--- src/rtl/mem_port_arbiter_pkg.sv ---
// Shared types and constants for the fetch/data memory port arbiter.
package mem_port_arbiter_pkg;

  typedef enum logic [1:0] {
    OWN_NONE = 2'b00,
    OWN_IF   = 2'b01,
    OWN_DM   = 2'b10
  } owner_e;

  localparam logic [3:0]  MEM_SEL_ALL = 4'b1111;
  localparam int unsigned DWIN_W      = 4;

endpackage

--- src/rtl/mem_port_arbiter.sv ---
// Arbitrates one single-port synchronous memory between instruction fetch and data
// ports, with bounded data priority and 1-cycle routed read responses.
module mem_port_arbiter
  import mem_port_arbiter_pkg::*;
#(
  parameter int unsigned AW       = 32,
  parameter int unsigned DW       = 32,
  parameter int unsigned MAX_DWIN = 4
) (
  input  logic          clk,
  input  logic          rst,
  input  logic          if_req_i,
  input  logic [AW-1:0] if_addr_i,
  output logic          if_gnt_o,
  output logic          if_rvalid_o,
  output logic [DW-1:0] if_rdata_o,
  input  logic          dm_req_i,
  input  logic          dm_we_i,
  input  logic [3:0]    dm_sel_i,
  input  logic [AW-1:0] dm_addr_i,
  input  logic [DW-1:0] dm_wdata_i,
  output logic          dm_gnt_o,
  output logic          dm_rvalid_o,
  output logic [DW-1:0] dm_rdata_o,
  output logic          mem_ce_o,
  output logic          mem_we_o,
  output logic [3:0]    mem_sel_o,
  output logic [AW-1:0] mem_addr_o,
  output logic [DW-1:0] mem_data_o,
  input  logic [DW-1:0] mem_data_i,
  output logic          stallreq_o
);

  localparam logic [DWIN_W-1:0] DWIN_MAX = DWIN_W'(MAX_DWIN);

  owner_e            r_owner;
  owner_e            w_owner_nxt;
  logic              r_dm_we;
  logic [DWIN_W-1:0] r_dwin_cnt;
  logic              w_dwin_full;
  logic              w_if_gnt;
  logic              w_dm_gnt;

  // Data wins ties until fetch has lost MAX_DWIN times in a row; grants are held
  // low during reset so every output reads zero while rst is asserted.
  always_comb begin
    w_dwin_full = (r_dwin_cnt == DWIN_MAX);
    w_if_gnt    = 1'b0;
    w_dm_gnt    = 1'b0;
    if (!rst) begin
      if (dm_req_i && !(if_req_i && w_dwin_full)) begin
        w_dm_gnt = 1'b1;
      end else if (if_req_i) begin
        w_if_gnt = 1'b1;
      end
    end
  end

  always_ff @(posedge clk or posedge rst) begin
    if (rst) begin
      r_dwin_cnt <= '0;
    end else if (!if_req_i || w_if_gnt) begin
      r_dwin_cnt <= '0;
    end else if (w_dm_gnt && !w_dwin_full) begin
      r_dwin_cnt <= r_dwin_cnt + 1'b1;
    end
  end

  always_ff @(posedge clk or posedge rst) begin
    if (rst) begin
      r_owner <= OWN_NONE;
      r_dm_we <= 1'b0;
    end else begin
      r_owner <= w_owner_nxt;
      r_dm_we <= w_dm_gnt & dm_we_i;
    end
  end

  always_comb begin
    w_owner_nxt = OWN_NONE;
    if (w_dm_gnt) begin
      w_owner_nxt = OWN_DM;
    end else if (w_if_gnt) begin
      w_owner_nxt = OWN_IF;
    end
  end

  always_comb begin
    if_rvalid_o = 1'b0;
    if_rdata_o  = '0;
    dm_rvalid_o = 1'b0;
    dm_rdata_o  = '0;
    case (r_owner)
      OWN_IF: begin
        if_rvalid_o = 1'b1;
        if_rdata_o  = mem_data_i;
      end
      OWN_DM: begin
        dm_rvalid_o = 1'b1;
        dm_rdata_o  = r_dm_we ? '0 : mem_data_i;
      end
      default: ;
    endcase
  end

  always_comb begin
    mem_ce_o   = 1'b0;
    mem_we_o   = 1'b0;
    mem_sel_o  = '0;
    mem_addr_o = '0;
    mem_data_o = '0;
    if (w_dm_gnt) begin
      mem_ce_o   = 1'b1;
      mem_we_o   = dm_we_i;
      mem_sel_o  = dm_sel_i;
      mem_addr_o = dm_addr_i;
      mem_data_o = dm_wdata_i;
    end else if (w_if_gnt) begin
      mem_ce_o   = 1'b1;
      mem_sel_o  = MEM_SEL_ALL;
      mem_addr_o = if_addr_i;
    end
  end

  assign if_gnt_o   = w_if_gnt;
  assign dm_gnt_o   = w_dm_gnt;
  assign stallreq_o = !rst && ((if_req_i && !w_if_gnt) || (dm_req_i && !w_dm_gnt));

endmodule

--- config.mk ---
export PLATFORM = sky130hd
export DESIGN_NAME = mem_port_arbiter
export DESIGN_NICKNAME = d
export VERILOG_FILES = /design/src/rtl/mem_port_arbiter_pkg.sv /design/src/rtl/mem_port_arbiter.sv
export SDC_FILE = /design/constraint.sdc
export NUM_CORES = 1
export LEC_CHECK = 0
export BUFFER_PORTS_ARGS = -buffer_cell sky130_fd_sc_hd__buf_4
export CORE_AREA = 2 2 108 110
export CTS_CLUSTER_DIAMETER = 30
export DETAILED_ROUTE_END_ITERATION = 8
export DIE_AREA = 0 0 110 112
export HOLD_SLACK_MARGIN = 0.06
export SKIP_LAST_GASP = 1
export SLEW_MARGIN = 25
export SYNTH_ARGS = -nofsm -noshare
export SYNTH_HDL_FRONTEND = slang
export SYNTH_SLANG_ARGS = --single-unit
--- constraint.sdc ---
create_clock -name clk -period 2.9 [get_ports clk]
set_clock_uncertainty 0.1 [all_clocks]
set_input_delay 0.145 -clock clk [delete_from_list [all_inputs] [get_ports clk]]
set_output_delay 0.145 -clock clk [all_outputs]
set_load 0.02 [all_outputs]
### Yosys cells after proc, flatten, opt, wreduce, memory -nomap -nowiden

Cells that the tools add are included.

| operators by class | value |
|---|---|
| $add $sub $neg | 1 |
| equality and inequality tests | 3 |
| mux-type cells | 22 |
| bitwise gates (word level) | 1 |
| reduce and logical (&&, ||, !) cells | 15 |

Operators by type and width:

| operator | count |
|---|---|
| 2-to-1 mux 32 bit | 6 |
| 2-to-1 mux 4 bit | 4 |
| 2-to-1 mux 1 bit | 11 |
| logical AND 1 bit | 6 |
| logical NOT 1 bit | 6 |
| adder 4 x 1 -> 4 bit, second input constant | 1 |
| == test 4 x 3 -> 1 bit, second input constant | 1 |
| == test 2 x 1 -> 1 bit, second input constant | 1 |
| == test 2 bit, second input constant | 1 |
| logical OR 1 bit | 2 |
| 2-to-1 mux 2 bit | 1 |
| nonzero test 2 bit | 1 |
| AND 1 bit | 1 |

| word-level totals | value |
|---|---|
| bits in registers | 7 |
| input bits | 137 |
| output and inout port bits | 139 |
| word-level logic and storage cells | 45 |

### Logic depth before layout (Yosys ltp)

Gate-level depths: netlist of run 1.

| logic depth | value |
|---|---|
| word-level depth | 10 |
| gate-level depth with buffers | 7 |
| gate-level depth less buffers | 6 |

### Least setup slack after synthesis of run 1

Ideal clock, no wire load.

| timing path | value |
|---|---|
| path kind | register to output |
| start | reg r_dwin_cnt[0] |
| end | out mem_addr_o[26] |
| arrival time | 1639 ps |
| data required time | 2655 ps |
| setup slack | 1016 ps |
| cell stages (with the launch flop) | 7 |
| buffers on the path | 1 |
| cells stage by stage | dfrtp_1 > inv_1 > ha_1 > nand3b_4 > a211oi_4 > buf_6 > a22o_1 |

| on the way | value |
|---|---|
| cells in the longest elaborated chain, start to end | 8 |
| elaborated cells on any way between the ends | 10 |

RTL lines:

| element | RTL line | RTL |
|---|---|---|
| from (decl) | mem_port_arbiter.sv:39 | `logic [DWIN_W-1:0] r_dwin_cnt;` |
| from (signal assigned) | mem_port_arbiter.sv:65 | `r_dwin_cnt <= r_dwin_cnt + 1'b1;` |
| == test 4 x 3 -> 1 bit | mem_port_arbiter.sv:47 | `w_dwin_full = (r_dwin_cnt == DWIN_MAX);` |
| logical AND 1 bit | mem_port_arbiter.sv:51 | `if (dm_req_i && !(if_req_i && w_dwin_full)) begin` |
| logical NOT 1 bit | mem_port_arbiter.sv:51 |  |
| logical AND 1 bit | mem_port_arbiter.sv:51 |  |
| 2-to-1 mux 1 bit | mem_port_arbiter.sv:51 |  |
| 2-to-1 mux 1 bit | mem_port_arbiter.sv:50 | `if (!rst) begin` |
| net if_gnt_o | mem_port_arbiter.sv:14 | `output logic if_gnt_o,` |
| 2-to-1 mux 32 bit | mem_port_arbiter.sv:118 | `end else if (w_if_gnt) begin` |
| 2-to-1 mux 32 bit | mem_port_arbiter.sv:112 | `if (w_dm_gnt) begin` |
| to (decl) | mem_port_arbiter.sv:28 | `output logic [AW-1:0] mem_addr_o,` |

The timed path passes the listed nets, and every way through them passes these cells.

### Worst setup path in the final report of run 1

| timing path | value |
|---|---|
| start | in rst |
| end | out mem_data_o[27] |

| on the way | value |
|---|---|
| cells in the longest elaborated chain, start to end | 2 |

RTL lines:

| element | RTL line | RTL |
|---|---|---|
| from (decl) | mem_port_arbiter.sv:11 | `input logic rst,` |
| 2-to-1 mux 1 bit | mem_port_arbiter.sv:50 |  |
| 2-to-1 mux 32 bit | mem_port_arbiter.sv:112 |  |
| to (decl) | mem_port_arbiter.sv:29 | `output logic [DW-1:0] mem_data_o,` |

Every way passes these cells.

==> out/metrics.cfg, run 1 <==
[outcome]
status=completed

[sta]
slew_headroom_pct=51.9
fin_setup_tns_ns=0
hold_violations=0
post-route-min-period_ns=2.65
tightest_slew_ns=0.721
final_max_slew_viol_count=0
fin_hold_ws_ns=0.0797
fmax_mhz=377
fin_crit_sh_pct=91.4
setup_viol_count_final=0
grt_setup_unrepaired=no

[route]
via_per_inst=3.98
drc=0
vias=2382
first_pass_iters=4
routed_wl_um=8670
wire_per_inst_um=14.5
final_antenna_net_count=0
drtIter0Drc=33

[worst_setup_path]
arrival_ns=2.41
critPathCaptureType=output port
start_kind=input pin
cp.required_ns=2.65
worstPathMaxFanout=39
crit_type=input pin to output port

[die]
die_area_mm2=0.0123
die_x_um=110
num_rows=39
core_area_mm2=0.0112
initial_core_util_pct=12.8
io_pins=276
die_h_um=112

[synthesis]
synthFlopType=dfrtp_1
synthCells=189
yosys-mux-area-fraction_pct=0
synth_compound_area_share_pct=27.2
yosysSeqAreaShare_pct=12.3
synth-xor-area-share_pct=0
synth_top_family_by_area=simple AND/OR/NAND/NOR gates
synth_edf_count=0
synth_seq_cells=7
synth_cell_type_count=28
synth_warnings=0
avgSynthCellArea_um2=7.54
synth-simple-area-share_pct=50.3
synthArstFlopShare_pct=100
synth_nets=328
synth_fa_ha_area_share_pct=1.76
synth_area_mm2=0.00143

[clock_tree]
h-tree-depth=1
cts_sinks=7
cts_tree=built
post_cts_resized=0
numCtsBuffers=3
clock-root-buffer=clkbuf_16
insertion_delay_ns=0.23
clock_path_buffers=2
cts_setup_buffers=0
clkTransAtPathRegs_ns=0.03
holdBufCountCts=1

[final_layout]
drive_gt1_share_pct=64.4
final_core_util_pct=33.0
fillers=1191
stdcell_area_mm2=0.00369
area_growth_pct=159
antenna_cells=0
nNetsFinal=595

[global_route]
grt_pass1_wl_um=12000
grt_pass1_vias=2206
grtUsageTotal_pct=12.5
grt_max_degree=40
antenna_found_initial=0
globalRouteOverflowTotal=0

[place]
place.gp.congestion=0.833
dpl.hpwl_um=7730
port-buffer-count=275
post_dp_cell_area_mm2=0.00360

[power_and_ir_drop]
power_density_mw_per_mm2=226
power_leakage_nw=2.06
power_uw=835
ir_worst_vdd_mv=0.130

[job]
drv_cap=0

[worst_hold_path]
hold_class=input pin to register

[per-layer routing]
layer / up-vias / global-route usage (%) / wire length [um]
li1: 1168 / - / -
met1: 1052 / 13.1 / 2920
met2: 154 / 24.1 / 4590
met3: 8 / 3.63 / 1010
met4: 0 / 2.87 / 148
met5: - / 0 / 0
[synth_stat cells (3+ instances only)]
master | number | share of area, %
a22o_1 | 29 | 18
clkbuf_1 | 6 | 1.6
a21o_2 | 4 | 2.5
nand3_1 | 3 | 1.1
inv_1 | 5 | 1.3
buf_6 | 3 | 2.4
clkbuf_2 | 3 | 1.1
nor2b_1 | 3 | 1.3
buf_2 | 6 | 2.1
and2_1 | 98 | 43
a22o_2 | 3 | 2.1
dfrtp_1 | 7 | 12
[placed cells by master, fill, tap and decap left out, types with 3 or more instances in the layout]
cell type	count
and2_1	98
dfrtp_1	7
clkbuf_16	3
a22o_1	29
a21o_2	4
buf_4	279
nand3_1	3
nor2b_1	3
inv_1	5
a22o_2	3
[worst max-delay path, cell delays in order]
cell	delay [ns]
dlygate4sd3_1	0.54
buf_4	0.17
nor2b_2	0.19
o21a_2	0.64
buf_4	0.37
and2_1	0.18
buf_4	0.14
[worst paths after layout]
kind	start	to	slack [ns]	cells after the start
worst max-delay path	rst	mem_data_o[27]	0.25	7
worst min-delay path	dm_req_i	r_owner[0]	0.08	2
worst max register to register	r_dwin_cnt[0]	r_dm_we	1.00	5
worst min register to register	r_dwin_cnt[1]	r_dwin_cnt[1]	0.50	2
max in group asynchronous	rst	r_dm_we	2.09	3
min in group asynchronous	rst	r_dwin_cnt[3]	0.38	3
[stage by stage]
step	cells	setup WS, ns
2_1_floorplan	189	1.02
3_3_place_gp	593	0.596
3_5_place_dp	593	0.508
4_1_cts	598	0.234
5_1_grt	598	0.0896
6_report	598	0.248
[layout make-up]
type | instances | area (um2) | area share (%)
clock buffer | 4 | 78.8 | 2.14
inverter | 5 | 18.8 | 0.509
multi-input combinational | 159 | 1130 | 30.7
sequential | 7 | 175 | 4.75
tap | 143 | 179 | 4.85
timing repair buffer | 280 | 2100 | 57.1
[sequential cells by signal (all words and copies together), names as in the netlist]
signal / count
r_dwin_cnt: 4
r_owner: 2
r_dm_we: 1
[cells by family (layout without fill, tap and decap cells)]
group           count (synthesis)  in the layout
compound gates                 44             44
fa+ha+maj                       2              2
buf+inv                        23            289
flops                           7              7
simple gates                  113            113
[power by group]
group	switching, mW	internal (mW)	total (mW)
sequential	0.00211	0.101	0.103
clock	0.0495	0.183	0.232
combinational	0.233	0.267	0.499
total	0.285	0.550	0.835
(Power assumes the default switching activity.)
==> inputs of run 2 (changes only) <==
CELL_PAD_IN_SITES_DETAIL_PLACEMENT = 0   (was not set)
CELL_PAD_IN_SITES_GLOBAL_PLACEMENT = 1   (was not set)
CORE_AREA = 2 2 107 109   (was 2 2 108 110)
DIE_AREA = 0 0 109 111   (was 0 0 110 112)
PLACE_DENSITY_LB_ADDON = 0.1   (was not set)
==> out/metrics.cfg, run 2 (synthesized netlist as in run 1, its figures left out) <==
[outcome]
status=completed

[final_layout]
final_common_cell=buf_4
drive_gt1_share_pct=64.4  ; about the same
final_cell_mix=buf_4 (281), and2_1 (98), a22o_1 (29), dfrtp_1 (7), inv_1 (5)
final-seq-area_um2=175  ; unchanged
reg_top3=r_dwin_cnt (4), r_owner (2), r_dm_we (1)
multiInputGateArea_mm2=0.00113  ; unchanged
top_register=r_dwin_cnt
stdcell_area_mm2=0.00371  ; +0.68%
stdcell_count=601  ; +0.50%
fillers=1208  ; +1.4%
largest_reg_flops=4  ; unchanged
area_growth_pct=160
antenna_cells=0  ; unchanged
nNetsFinal=598  ; +0.50%

[clock_tree]
clock-root-buffer=clkbuf_16
cts_tree=built
numCtsBuffers=3  ; unchanged
h-tree-depth=1  ; unchanged
clkTransAtPathRegs_ns=0.04  ; about the same
cts_setup_buffers=0  ; unchanged
clock_path_buffers=2  ; unchanged
insertion_delay_ns=0.23  ; about the same
cts_sinks=7  ; unchanged

[die]
core_area_mm2=0.0111  ; -0.87%
initial_core_util_pct=12.9  ; +0.11 points
die_area_mm2=0.0121  ; -1.8%
die_h_um=111  ; -0.89%
die_x_um=109  ; -0.91%
io_pins=276  ; unchanged
num_rows=39  ; unchanged

[worst_setup_path]
r2r_slack_ns=1.17  ; +0.17 ns
worstPathMaxFanout=34  ; -13%
cp-endpoint=mem_addr_o[16]
worstReg2RegEnd=r_dm_we
cp_slowest_cell=dfrtp_1
cp.required_ns=2.65  ; about the same
path_cells=inv_1, ha_1, nand3b_4, a211oi_4, buf_4, a22o_1, buf_4
worst_path_most_repeated_cell=buf_4
critPathLaunch=r_dwin_cnt[0]
r2r-start=r_dwin_cnt[0]
start_kind=register
critPathMaxStageDelay_ns=0.40  ; -0.24 ns
critPathCaptureType=output port
crit_type=register to output port
r2r_cells=6  ; +1
arrival_ns=2.17  ; -0.24 ns

[route]
vias=2356  ; -1.1%
routed_wl_um=9160  ; +5.6%
first_pass_iters=4  ; unchanged
wire_per_inst_um=15.2  ; +5.1%
final_antenna_net_count=0  ; unchanged
via_per_inst=3.92  ; -1.6%
drc=0  ; unchanged
drtIter0Drc=57  ; +73%

[global_route]
grt_pass1_vias=2337  ; +5.9%
grt_max_degree=42  ; +5.0%
grtUsageTotal_pct=14.0  ; +1.4 points
grt_pass1_wl_um=12900  ; +7.2%
globalRouteOverflowTotal=0  ; unchanged
antenna_found_initial=0  ; unchanged

[sta]
fmax_mhz=415  ; +10%
grt_setup_unrepaired=no
fin_crit_sh_pct=83.1  ; -8.3 points
setup_viol_count_final=0  ; unchanged
slew_headroom_pct=76.3  ; +24 points
tightest_slew_ns=0.355  ; -0.366 ns
post-route-min-period_ns=2.41  ; -0.242 ns
final_max_slew_viol_count=0  ; unchanged
fin_setup_tns_ns=0  ; unchanged
hold_violations=0  ; unchanged

[power_and_ir_drop]
power_density_mw_per_mm2=225  ; -0.85%
ir_worst_vdd_mv=0.128  ; -1.1%
power_leakage_nw=2.07  ; +0.71%

[place]
dpl.hpwl_um=8070  ; +4.5%
place.gp.congestion=0.758  ; -9.1%
post_dp_cell_area_mm2=0.00361  ; +0.42%
dp_cells=595  ; +0.34%
port-buffer-count=275  ; unchanged

[worst_hold_path]
timing.hold.worst_path_depth=2  ; unchanged
hold_class=input pin to register

[job]
drv_cap=0  ; unchanged

## run 2: cell count changes in the layout (fill, tap and decap cells not counted), sizes merged
cell,delta
dlygate4sd3,+1
buf,+2
## run 2: report_power, final
part | total (mW) | internal, mW | switching [mW]
clock | 0.233 | 0.183 | 0.0504
sequential | 0.103 | 0.101 | 0.00192
combinational | 0.497 | 0.269 | 0.228
total | 0.833 | 0.553 | 0.281
## run 2: critical path: cells and delay by family, from the launching register on
| kind | cells | cell delay, ns |
|---|---|---|
| AOI/OAI and AO/OA | 2 | 0.56 |
| and+or+nand+nor | 1 | 0.12 |
| buffers and inverters | 3 | 0.63 |
| adders and majority gates | 1 | 0.22 |
| DFF | 1 | 0.40 |
## run 2: cell type report
cell class              count  area share [%]
multi-input cells         159            30.5
clock buffers               4            2.12
well taps                 143            4.82
inverters                   5           0.506
flip-flops and latches      7            4.72
repair buffers            283            57.4
## run 2: how the worst min path moves through the flow
stage	from	to	slack, ns
after detailed placement	rst	r_dwin_cnt[3]	0.06
final	dm_we_i	r_dm_we	0.09
after global routing	dm_we_i	r_dm_we	0.10
after global placement	rst	r_dwin_cnt[3]	0.07
after CTS	dm_we_i	r_dm_we	0.1
after floorplan	rst	r_dm_we	0.04
## run 2: timing repair
item | CTS | global route
hold buffers | 2 | 0
gates resized for setup | 0 | 0
endpoints found under the setup margin | 0 | 0
endpoints found under the hold margin | 8 | 0
## run 2: layer usage
| layer | GRT usage, % | up-vias | share of wire, % |
|---|---|---|---|
| met5 | 0 | - | 0 |
| met4 | 2.05 | 0 | 0.29 |
| met3 | 4.35 | 2 | 12 |
| met2 | 29.9 | 150 | 58 |
| met1 | 12.1 | 1028 | 30 |
| li1 | - | 1176 | - |
## run 2: stage by stage
step	total power, mW	util (%)	hold slack, ns	worst slack [ns]
after floorplan	0.316	-	0.0404	1.02
after global placement	0.606	32.6	0.0694	0.747
after detailed placement	0.608	32.6	0.0649	0.718
after CTS	0.844	33.5	0.0990	0.463
after global routing	0.879	33.5	0.103	0.355
final	0.833	33.5	0.0910	0.490
